**config.mk**
```make
export PLATFORM = sky130hd
export DESIGN_NAME = dvi_tx_timing_ctrl_flat
export DESIGN_NICKNAME = d
export VERILOG_FILES = /design/src/rtl/dvi_tx_timing_ctrl_if.sv /design/src/rtl/dvi_tx_timing_ctrl.sv /design/src/flat_wrapper.sv
export SDC_FILE = /design/constraint.sdc
export NUM_CORES = 1
export LEC_CHECK = 0
export ABC_AREA = 0
export CAP_MARGIN = 20
export CORE_AREA = 4 4 99 82
export DETAILED_ROUTE_END_ITERATION = 10
export DIE_AREA = 0 0 103 86
export GPL_ROUTABILITY_DRIVEN = 0
export SLEW_MARGIN = 20
export SYNTH_ARGS = -nofsm -noshare
export SYNTH_HDL_FRONTEND = slang
export SYNTH_SLANG_ARGS = --single-unit
```
**constraint.sdc**
```tcl
create_clock -name pixel_clock -period 1.7 [get_ports pixel_clock]
set_input_delay 0.34 -clock pixel_clock [delete_from_list [all_inputs] [get_ports pixel_clock]]
set_output_delay 0.34 -clock pixel_clock [all_outputs]
set_load 0.01 [all_outputs]
```
**src/rtl/dvi_tx_timing_ctrl_if.sv**
```systemverilog
// rtl/dvi_tx_timing_ctrl_if.sv - pixel source handshake and TMDS-side timing bundle
interface dvi_tx_timing_ctrl_if;
    logic        pix_req;
    logic        pix_valid;
    logic [23:0] pix_in;
    logic        den;
    logic        hsync;
    logic        vsync;
    logic [23:0] pixel_data;
    logic        frame_start;
    logic        line_start;

    modport master (
        output pix_req,
        input  pix_valid,
        input  pix_in,
        output den,
        output hsync,
        output vsync,
        output pixel_data,
        output frame_start,
        output line_start
    );

    modport slave (
        input  pix_req,
        output pix_valid,
        output pix_in,
        input  den,
        input  hsync,
        input  vsync,
        input  pixel_data,
        input  frame_start,
        input  line_start
    );
endinterface

```
**src/rtl/dvi_tx_timing_ctrl.sv**
```systemverilog
// rtl/dvi_tx_timing_ctrl.sv - DVI raster timing generator with pixel fetch and underflow flag
module dvi_tx_timing_ctrl #(
    parameter int unsigned H_ACTIVE = 1920,
    parameter int unsigned H_FP     = 88,
    parameter int unsigned H_SYNC   = 44,
    parameter int unsigned H_BP     = 148,
    parameter int unsigned V_ACTIVE = 1080,
    parameter int unsigned V_FP     = 4,
    parameter int unsigned V_SYNC   = 5,
    parameter int unsigned V_BP     = 36,
    parameter bit          HS_POL   = 1'b1,
    parameter bit          VS_POL   = 1'b1
) (
    input  logic                        pixel_clock,
    input  logic                        reset_n,
    input  logic                        enable,
    input  logic                        underflow_clr,
    output logic                        underflow,
    output logic                        running,
    dvi_tx_timing_ctrl_if.master        vif
);
    localparam int unsigned H_TOTAL = H_ACTIVE + H_FP + H_SYNC + H_BP;
    localparam int unsigned V_TOTAL = V_ACTIVE + V_FP + V_SYNC + V_BP;
    localparam int unsigned HW      = $clog2(H_TOTAL);
    localparam int unsigned VW      = $clog2(V_TOTAL);

    typedef enum logic [1:0] {
        S_IDLE  = 2'd0,
        S_RUN   = 2'd1,
        S_DRAIN = 2'd2
    } state_t;

    state_t          r_state;
    state_t          w_state_nxt;
    logic [HW-1:0]   r_h_cnt;
    logic [VW-1:0]   r_v_cnt;
    logic [31:0]     w_h_ext;
    logic [31:0]     w_v_ext;
    logic            w_live;
    logic            w_h_last;
    logic            w_v_last;
    logic            w_active;
    logic            w_hs_zone;
    logic            w_vs_zone;

    logic            r_den;
    logic            r_hsync;
    logic            r_vsync;
    logic [23:0]     r_pixel_data;
    logic            r_frame_start;
    logic            r_line_start;
    logic            r_underflow;
    logic            r_running;

    assign w_h_ext   = 32'(r_h_cnt);
    assign w_v_ext   = 32'(r_v_cnt);
    assign w_live    = (r_state != S_IDLE);
    assign w_h_last  = (w_h_ext == H_TOTAL - 1);
    assign w_v_last  = (w_v_ext == V_TOTAL - 1);
    assign w_active  = w_live && (w_h_ext < H_ACTIVE) && (w_v_ext < V_ACTIVE);
    assign w_hs_zone = w_live && (w_h_ext >= H_ACTIVE + H_FP)
                              && (w_h_ext <  H_ACTIVE + H_FP + H_SYNC);
    assign w_vs_zone = w_live && (w_v_ext >= V_ACTIVE + V_FP)
                              && (w_v_ext <  V_ACTIVE + V_FP + V_SYNC);

    always_ff @(posedge pixel_clock or negedge reset_n) begin
        if (!reset_n) begin
            r_state <= S_IDLE;
        end else begin
            r_state <= w_state_nxt;
        end
    end

    // A drained frame always runs to its last pixel; re-enabling cancels the drain.
    always_comb begin
        w_state_nxt = r_state;
        unique case (r_state)
            S_IDLE: begin
                if (enable) w_state_nxt = S_RUN;
            end
            S_RUN: begin
                if (!enable) w_state_nxt = S_DRAIN;
            end
            S_DRAIN: begin
                if (enable) begin
                    w_state_nxt = S_RUN;
                end else if (w_h_last && w_v_last) begin
                    w_state_nxt = S_IDLE;
                end
            end
            default: w_state_nxt = S_IDLE;
        endcase
    end

    always_ff @(posedge pixel_clock or negedge reset_n) begin
        if (!reset_n) begin
            r_h_cnt <= '0;
            r_v_cnt <= '0;
        end else if (!w_live) begin
            r_h_cnt <= '0;
            r_v_cnt <= '0;
        end else if (w_h_last) begin
            r_h_cnt <= '0;
            r_v_cnt <= w_v_last ? '0 : r_v_cnt + VW'(1);
        end else begin
            r_h_cnt <= r_h_cnt + HW'(1);
        end
    end

    // Every timing output is the counter position of the previous cycle.
    always_ff @(posedge pixel_clock or negedge reset_n) begin
        if (!reset_n) begin
            r_den         <= 1'b0;
            r_hsync       <= ~HS_POL;
            r_vsync       <= ~VS_POL;
            r_pixel_data  <= 24'h000000;
            r_frame_start <= 1'b0;
            r_line_start  <= 1'b0;
            r_underflow   <= 1'b0;
            r_running     <= 1'b0;
        end else begin
            r_den         <= w_active;
            r_hsync       <= w_hs_zone ? HS_POL : ~HS_POL;
            r_vsync       <= w_vs_zone ? VS_POL : ~VS_POL;
            r_pixel_data  <= (w_active && vif.pix_valid) ? vif.pix_in : 24'h000000;
            r_frame_start <= w_live && (r_h_cnt == '0) && (r_v_cnt == '0);
            r_line_start  <= w_live && (r_h_cnt == '0) && (w_v_ext < V_ACTIVE);
            r_running     <= w_live;
            if (w_active && !vif.pix_valid) begin
                r_underflow <= 1'b1;
            end else if (underflow_clr) begin
                r_underflow <= 1'b0;
            end
        end
    end

    assign vif.pix_req     = w_active;
    assign vif.den         = r_den;
    assign vif.hsync       = r_hsync;
    assign vif.vsync       = r_vsync;
    assign vif.pixel_data  = r_pixel_data;
    assign vif.frame_start = r_frame_start;
    assign vif.line_start  = r_line_start;
    assign underflow       = r_underflow;
    assign running         = r_running;
endmodule

```
**src/flat_wrapper.sv**
```systemverilog
// flat-port wrapper written by rule: the top's interface ports become plain ports
module dvi_tx_timing_ctrl_flat 
#(
    parameter int unsigned H_ACTIVE = 1920,
    parameter int unsigned H_FP     = 88,
    parameter int unsigned H_SYNC   = 44,
    parameter int unsigned H_BP     = 148,
    parameter int unsigned V_ACTIVE = 1080,
    parameter int unsigned V_FP     = 4,
    parameter int unsigned V_SYNC   = 5,
    parameter int unsigned V_BP     = 36,
    parameter bit          HS_POL   = 1'b1,
    parameter bit          VS_POL   = 1'b1
)
  (pixel_clock, reset_n, enable, underflow_clr, underflow, running, vif_pix_req, vif_pix_valid, vif_pix_in, vif_den, vif_hsync, vif_vsync, vif_pixel_data, vif_frame_start, vif_line_start);
  dvi_tx_timing_ctrl_if vif_i ();
  input  logic pixel_clock;
  input  logic reset_n;
  input  logic enable;
  input  logic underflow_clr;
  output logic underflow;
  output logic running;
  output wire logic [$bits(vif_i.pix_req)-1:0] vif_pix_req;
  input wire logic [$bits(vif_i.pix_valid)-1:0] vif_pix_valid;
  input wire logic [$bits(vif_i.pix_in)-1:0] vif_pix_in;
  output wire logic [$bits(vif_i.den)-1:0] vif_den;
  output wire logic [$bits(vif_i.hsync)-1:0] vif_hsync;
  output wire logic [$bits(vif_i.vsync)-1:0] vif_vsync;
  output wire logic [$bits(vif_i.pixel_data)-1:0] vif_pixel_data;
  output wire logic [$bits(vif_i.frame_start)-1:0] vif_frame_start;
  output wire logic [$bits(vif_i.line_start)-1:0] vif_line_start;
  assign vif_pix_req = vif_i.pix_req;
  assign vif_i.pix_valid = vif_pix_valid;
  assign vif_i.pix_in = vif_pix_in;
  assign vif_den = vif_i.den;
  assign vif_hsync = vif_i.hsync;
  assign vif_vsync = vif_i.vsync;
  assign vif_pixel_data = vif_i.pixel_data;
  assign vif_frame_start = vif_i.frame_start;
  assign vif_line_start = vif_i.line_start;
  dvi_tx_timing_ctrl #(.H_ACTIVE(H_ACTIVE), .H_FP(H_FP), .H_SYNC(H_SYNC), .H_BP(H_BP), .V_ACTIVE(V_ACTIVE), .V_FP(V_FP), .V_SYNC(V_SYNC), .V_BP(V_BP), .HS_POL(HS_POL), .VS_POL(VS_POL)) u_core (.pixel_clock(pixel_clock), .reset_n(reset_n), .enable(enable), .underflow_clr(underflow_clr), .underflow(underflow), .running(running), .vif(vif_i));
endmodule
```
==> impl_metrics.yaml, run 1 <==
cts:
  cts_num_sinks: 56
  cts.clk_slew.worst_paths_ns: 0.10
  cts-htree-levels: 2
  cts_buffers: 5
  worstSkewPairLatency_ns: 0.31
  root_buffer: "clkbuf_8"
  cts_tree: "yes"
  cts_max_path_buffers: 2
synthesis:
  synth_cell_types: 40
  syn_area_um2: 2450
  synth-edff-count: 0
  synth_warnings: 0
  syn-mean-instance-area_um2: 11.1
  synth_seq_cells: 56
  synth_ff_type: "dfrtp_1"
  async_reset_ff_share_pct: 100
  synthesis.instances: 220
  syn_nets: 253
  ys_seq_area_share_pct: 57.2
worst_setup_path:
  slowest_delay_ns: 0.43
  path_buf_inv: 1
  arrival_ns: 1.70
  start_kind: "register"
  endpoint_kind: "primary output"
  cp_max_fo: 2
  ff2ff_path_depth: 6
  critPathKind: "reg -> out"
  path_cells: "nor4_4 -> nand2_1 -> a211o_1 -> nor2b_4 -> buf_6"
  rr_startpoint: "u_core.r_v_cnt[8]$_DFFE_PN0P_"
  rrSetupSlack_ns: -0.16
  critical_path.slowest_cell: "dfrtp_1"
  critPathTopFamily: "simple AND/OR/NAND/NOR gates"
  cp.required_ns: 1.36
  r2r_end: "u_core.r_v_cnt[7]$_DFFE_PN0P_"
power:
  p_clk_share_pct: 27.7
  total_power_mw: 2.66
  p_seq_share_pct: 53.7
  ir_drop_uv: 391
  power.switching_mw: 0.692
  p_comb_share_pct: 18.6
  p_leak_nw: 1.73
  p_sw_share_pct: 26.0
  p_int_mw: 1.96
  p_per_area_nw_per_um2: 708
sta:
  skew_ns: 0.00590
  hold_viol: 0
  setup_ws_ns: -0.345
  finalMaxSlewViolations: 0
  finalCritPeriodShare_pct: 120
  worstMarginPinSlew_ns: 0.435
  timing.max_slew.rel_slack_pct: 70.8
  fmax_mhz: 489
  finalSetupViolations: 38
  min_period_ns: 2.04
  rsz0062_at_grt: "yes"
global_route:
  antenna_found_initial: 0
  grt_pass1_vias: 2036
  grt_max_degree: 57
  grt_usage_pct: 14.3
  gr-total-overflow: 0
  grt_pass1_wl_mm: 9.92
floorplanning:
  rows: 28
  die_width_um: 103
  ios: 61
  die_area_um2: 8860
  die_y_um: 86
  start_util_pct: 33.9
  core_um2: 7220
status:
  status: "finished, violations left"
  violations: "negative setup slack"
layout:
  layout_common_cells: "clkdlybuf4s50_1, dfrtp_1, buf_4"
  final_common_cell: "clkdlybuf4s50_1"
  num_antenna_cells: 0
  fin_util_pct: 52.0
  nets: 361
  syn_to_final_growth_pct: 53.1
  drive_gt1_share_pct: 28.3
route:
  ant_nets: 0
  drt_iter0_drc: 60
  viasPerCell: 4.75
  wl_per_cell_um: 14.3
  routed_wl_mm: 6.01
  drc: 0
  vias: 1989
  dr.pass1.iters: 4
job:
  max_cap_viol_count: 0
place:
  dp_slack_ns: -0.427
  io_buffers: 60
  dp_hpwl_mm: 4.20
min_path:
  hp-class: "in -> async"
-- power by group through the flow --
stage / clock (mW) / sequential, mW / combinational, mW
final: 0.736 / 1.43 / 0.493
after global routing: 0.825 / 1.43 / 0.542
after CTS: 0.762 / 1.43 / 0.479
after detailed placement: 0 / 1.45 / 0.461
after global placement: 0 / 1.45 / 0.464
after floorplan: 0 / 1.49 / 0.140
-- synth_stat cells, types with 4 or more instances --
cell type | n | area (um^2)
clkbuf_1 | 5 | 18.8
nor2_1 | 31 | 116
a21oi_1 | 6 | 30.0
inv_1 | 6 | 22.5
xor2_1 | 7 | 61.3
nand3_1 | 11 | 55.1
dfrtp_1 | 56 | 1400
and3_1 | 28 | 175
nor3_1 | 4 | 20.0
xnor2_1 | 11 | 96.3
nand2_1 | 11 | 41.3
ha_1 | 4 | 50.1
-- registers in the layout, summed over array words and instances, names as in the netlist --
register,flops
u_core.r_h_cnt,12
u_core.underflow,1
u_core.running,1
u_core.vif.den,1
u_core.vif.hsync,1
u_core.r_state,2
u_core.vif.pixel_data,24
u_core.vif.vsync,1
u_core.vif.line_start,1
u_core.vif.frame_start,1
u_core.r_v_cnt,11
-- cell families after synthesis --
kind of cell / count (synthesis) / share of synthesized area, %
adders and majority gates: 4 / 2.04
DFF: 56 / 57.2
xor gates and xnor gates: 18 / 6.44
AOI/OAI and AO/OA: 19 / 6.33
and+or+nand+nor: 105 / 24.2
buffers and inverters: 18 / 3.83
-- routing by layer --
layer	global-route usage (%)	up-vias	part of all wire, %
li1	-	973	-
met1	19.3	934	46
met2	19.5	74	41
met3	8.05	8	12
met4	4.24	0	1.1
met5	0	-	0
-- metrics by stage --
stage               instances  instance area, um^2  hold WS (ns)  TNS, ns
floorplan                 220                 2450        0.0444  -0.0150
global placement          401                 3420         0.367    -1.83
detailed placement        401                 3420         0.365    -2.61
CTS                       416                 3640        0.0289    -2.84
global route              419                 3750        0.0242    -6.74
finish                    419                 3750        0.0172    -3.45
-- cell type report --
cell class	count	area, um^2
well taps	90	113
clock inverters	2	16.3
repair buffers	111	1020
inverters	7	27.5
flip-flops and latches	56	1400
fillers	638	3470
multi-input cells	147	1100
clock buffers	6	72.6
-- worst reg2reg max path, stage by stage (launching register included) --
cell and delay [ns]:
dfrtp_1 0.43, buf_4 0.17, or4b_4 0.55, nor3_4 0.25, nand2_2 0.14, nand2_4 0.16
a211oi_2 0.06
-- what timing repair did --
action	CTS	global route
pin swaps	20	10
setup buffers	6	4
gates resized for setup	28	18
hold buffers	0	0
setup endpoints to repair	38	41
cloned	1	0
-- worst max-delay path by stage --
stage / startpoint / end / slack, ns / depth (start not counted)
after global placement: u_core.r_v_cnt[8]$_DFFE_PN0P_ / vif_pix_req / -0.39 / 5
after detailed placement: u_core.r_v_cnt[8]$_DFFE_PN0P_ / vif_pix_req / -0.43 / 5
final: u_core.r_v_cnt[8]$_DFFE_PN0P_ / vif_pix_req / -0.34 / 5
after CTS: u_core.r_v_cnt[6]$_DFFE_PN0P_ / vif_pix_req / -0.37 / 5
after floorplan: u_core.r_v_cnt[8]$_DFFE_PN0P_ / vif_pix_req / -0.02 / 5
after global routing: u_core.r_v_cnt[8]$_DFFE_PN0P_ / vif_pix_req / -0.44 / 5
No activity file was read; power rests on OpenSTA's default activity.
==> run 2: changes to the inputs <==
==> constraint.sdc (replaced) <==
create_clock -name pixel_clock -period 1.7 [get_ports pixel_clock]
set_input_delay 0.17 -clock pixel_clock [delete_from_list [all_inputs] [get_ports pixel_clock]]
set_output_delay 0.17 -clock pixel_clock [all_outputs]
set_load 0.01 [all_outputs]
==> run 2 against run 1 <==
Against the previous run: the run still ends with negative setup slack left; power barely moved; worst setup slack improved by 0.19 ns; non-clock buffer count up 1; sequential share of layout area is 0.16 points higher; register-to-register slack improved by 0.04 ns; critical path depth unchanged; flip-flop and latch count is the same; via count is 1.4% higher; first-iteration DRC count is 3.3% lower; critical path type unchanged; largest cell class unchanged; largest power group unchanged.
==> impl_metrics.yaml, run 2 (synthesized netlist as in run 1, its figures left out) <==
worst_setup_path:
  rrSetupSlack_ns: -0.12
  arrival_ns: 1.68
  critical_path.slowest_cell: "dfrtp_1"
  ff2ff_path_depth: 8
  endpoint_kind: "primary output"
  slowest_delay_ns: 0.43
  critPathKind: "reg -> out"
  cp.required_ns: 1.53
  path_cells: "nor4_4 -> nand2_1 -> a211o_1 -> nor2b_4 -> buf_6"
  cp_max_fo: 2
  start_kind: "register"
route:
  vias: 2017
  drt_iter0_drc: 58
  wl_per_cell_um: 14.4
  routed-wl-met3_um: 718
  wl_met1_mm: 2.75
  wl_met2_mm: 2.51
  ant_nets: 0
  viasPerCell: 4.80
  dr.pass1.iters: 4
  drc: 0
  highest_layer: "met4"
  routed_wl_mm: 6.03
status:
  status: "finished, violations left"
  violations: "negative setup slack"
floorplanning:
  die_y_um: 86
  start_util_pct: 33.9
  die_area_um2: 8860
  die_width_um: 103
  rows: 28
  ios: 61
  core_um2: 7220
sta:
  worstMarginPinSlew_ns: 0.595
  skew_ns: 0.00907
  fin_setup_tns_ns: -2.00
  hold_viol: 0
  setup_ws_ns: -0.153
  rsz0062_at_grt: "yes"
  finalCritPeriodShare_pct: 109
  finalMaxSlewViolations: 0
  min_period_ns: 1.85
  fmax_mhz: 540
  finalSetupViolations: 38
  timing.max_slew.rel_slack_pct: 60.3
layout:
  final_cell_count_no_fill: 420
  fin_util_pct: 51.8
  layout_common_cells: "clkdlybuf4s50_1, dfrtp_1, buf_4"
  num_antenna_cells: 0
  final_common_cell: "clkdlybuf4s50_1"
  largest_reg_flops: 24
  syn_to_final_growth_pct: 52.5
  stdcell_area_um2: 3730
  nets: 362
  num-fill-cells: 668
  drive_gt1_share_pct: 27.9
power:
  ir_drop_uv: 473
  p_leak_nw: 1.75
  p_per_area_nw_per_um2: 711
min_path:
  hp-class: "in -> async"
cts:
  cts_buffers: 5
  root_buffer: "clkbuf_8"
  cts.clk_slew.worst_paths_ns: 0.10
  cts_num_sinks: 56
  worstSkewPairLatency_ns: 0.31
  cts_tree: "yes"
  cts-htree-levels: 2
  cts_max_path_buffers: 2
global_route:
  antenna_found_initial: 0
  grt_usage_pct: 13.7
  grt_pass1_vias: 1977
  grt_pass1_wl_mm: 9.54
  gr-total-overflow: 0
  grt_max_degree: 27
place:
  dp.cells: 401
  placed_cell_area_um2: 3410
  io_buffers: 60
  dp_slack_ns: -0.299
  dp_hpwl_mm: 4.28
job:
  max_cap_viol_count: 0
[run 2: changes by cell type in the layout (fill, tap and decap cells not counted), sizes merged]
cell,before,now
dlygate4sd3,0,1
[run 2: repair_timing]
action	in CTS	in global routing
hold endpoints to repair	21	0
buffers inserted	6	3
gates cloned	1	0
hold buffers	1	0
pin swaps	13	8
setup endpoints to repair	38	53
resized for setup	21	21
[run 2: cell type report]
| type | instances | area [um^2] | share of cell area (%) |
|---|---|---|---|
| multi-input combinational | 147 | 1110 | 29.7 |
| sequential | 56 | 1400 | 37.5 |
| inverter | 7 | 26.3 | 0.704 |
| timing repair buffer | 112 | 997 | 26.7 |
| tap | 90 | 113 | 3.02 |
| clock inverter | 2 | 16.3 | 0.436 |
| clock buffer | 6 | 72.6 | 1.94 |
[run 2: critical path: cells and delay by family, from the launching register on]
family / cells / cell delay, ns
flip-flops: 1 / 0.43
buffers and inverters: 1 / 0.11
AO/OA/AOI/OAI: 1 / 0.31
AND/OR/NAND/NOR: 3 / 0.53
[run 2: worst paths after layout]
path                                               start                                 end
setup / recovery           u_core.r_v_cnt[6]$_DFFE_PN0P_                         vif_pix_req
hold / removal                                   reset_n          u_core.vif.vsync$_DFF_PN0_
setup reg to reg           u_core.r_v_cnt[1]$_DFFE_PN0P_       u_core.r_v_cnt[1]$_DFFE_PN0P_
hold reg to reg             u_core.underflow$_DFFE_PN0P_        u_core.underflow$_DFFE_PN0P_
max in group asynchronous                        reset_n  u_core.vif.pixel_data[7]$_DFF_PN0_
min in group pixel_clock                          enable       u_core.r_state[1]$_DFFE_PN0P_
[run 2: through the flow]
stage | total power, mW | hold WS, ns
after floorplan | 1.63 | -0.126
after global placement | 1.92 | 0.206
after detailed placement | 1.92 | 0.218
after CTS | 2.66 | 0.401
after global routing | 2.79 | 0.398
final | 2.65 | 0.399
[run 2: power breakdown]
part / switching (mW) / internal, mW / leakage [nW] / total, mW
Sequential: 0.0258 / 1.40 / 0.753 / 1.43
Combinational: 0.235 / 0.267 / 0.955 / 0.502
Clock: 0.431 / 0.294 / 0.0414 / 0.725
Total: 0.692 / 1.96 / 1.75 / 2.65
[run 2: metal layers]
layer / global-route usage [%] / vias to the layer above
met5: 0 / -
met3: 7.64 / 6
met1: 18.5 / 963
li1: - / 975
met2: 19.5 / 73
met4: 2.82 / 0
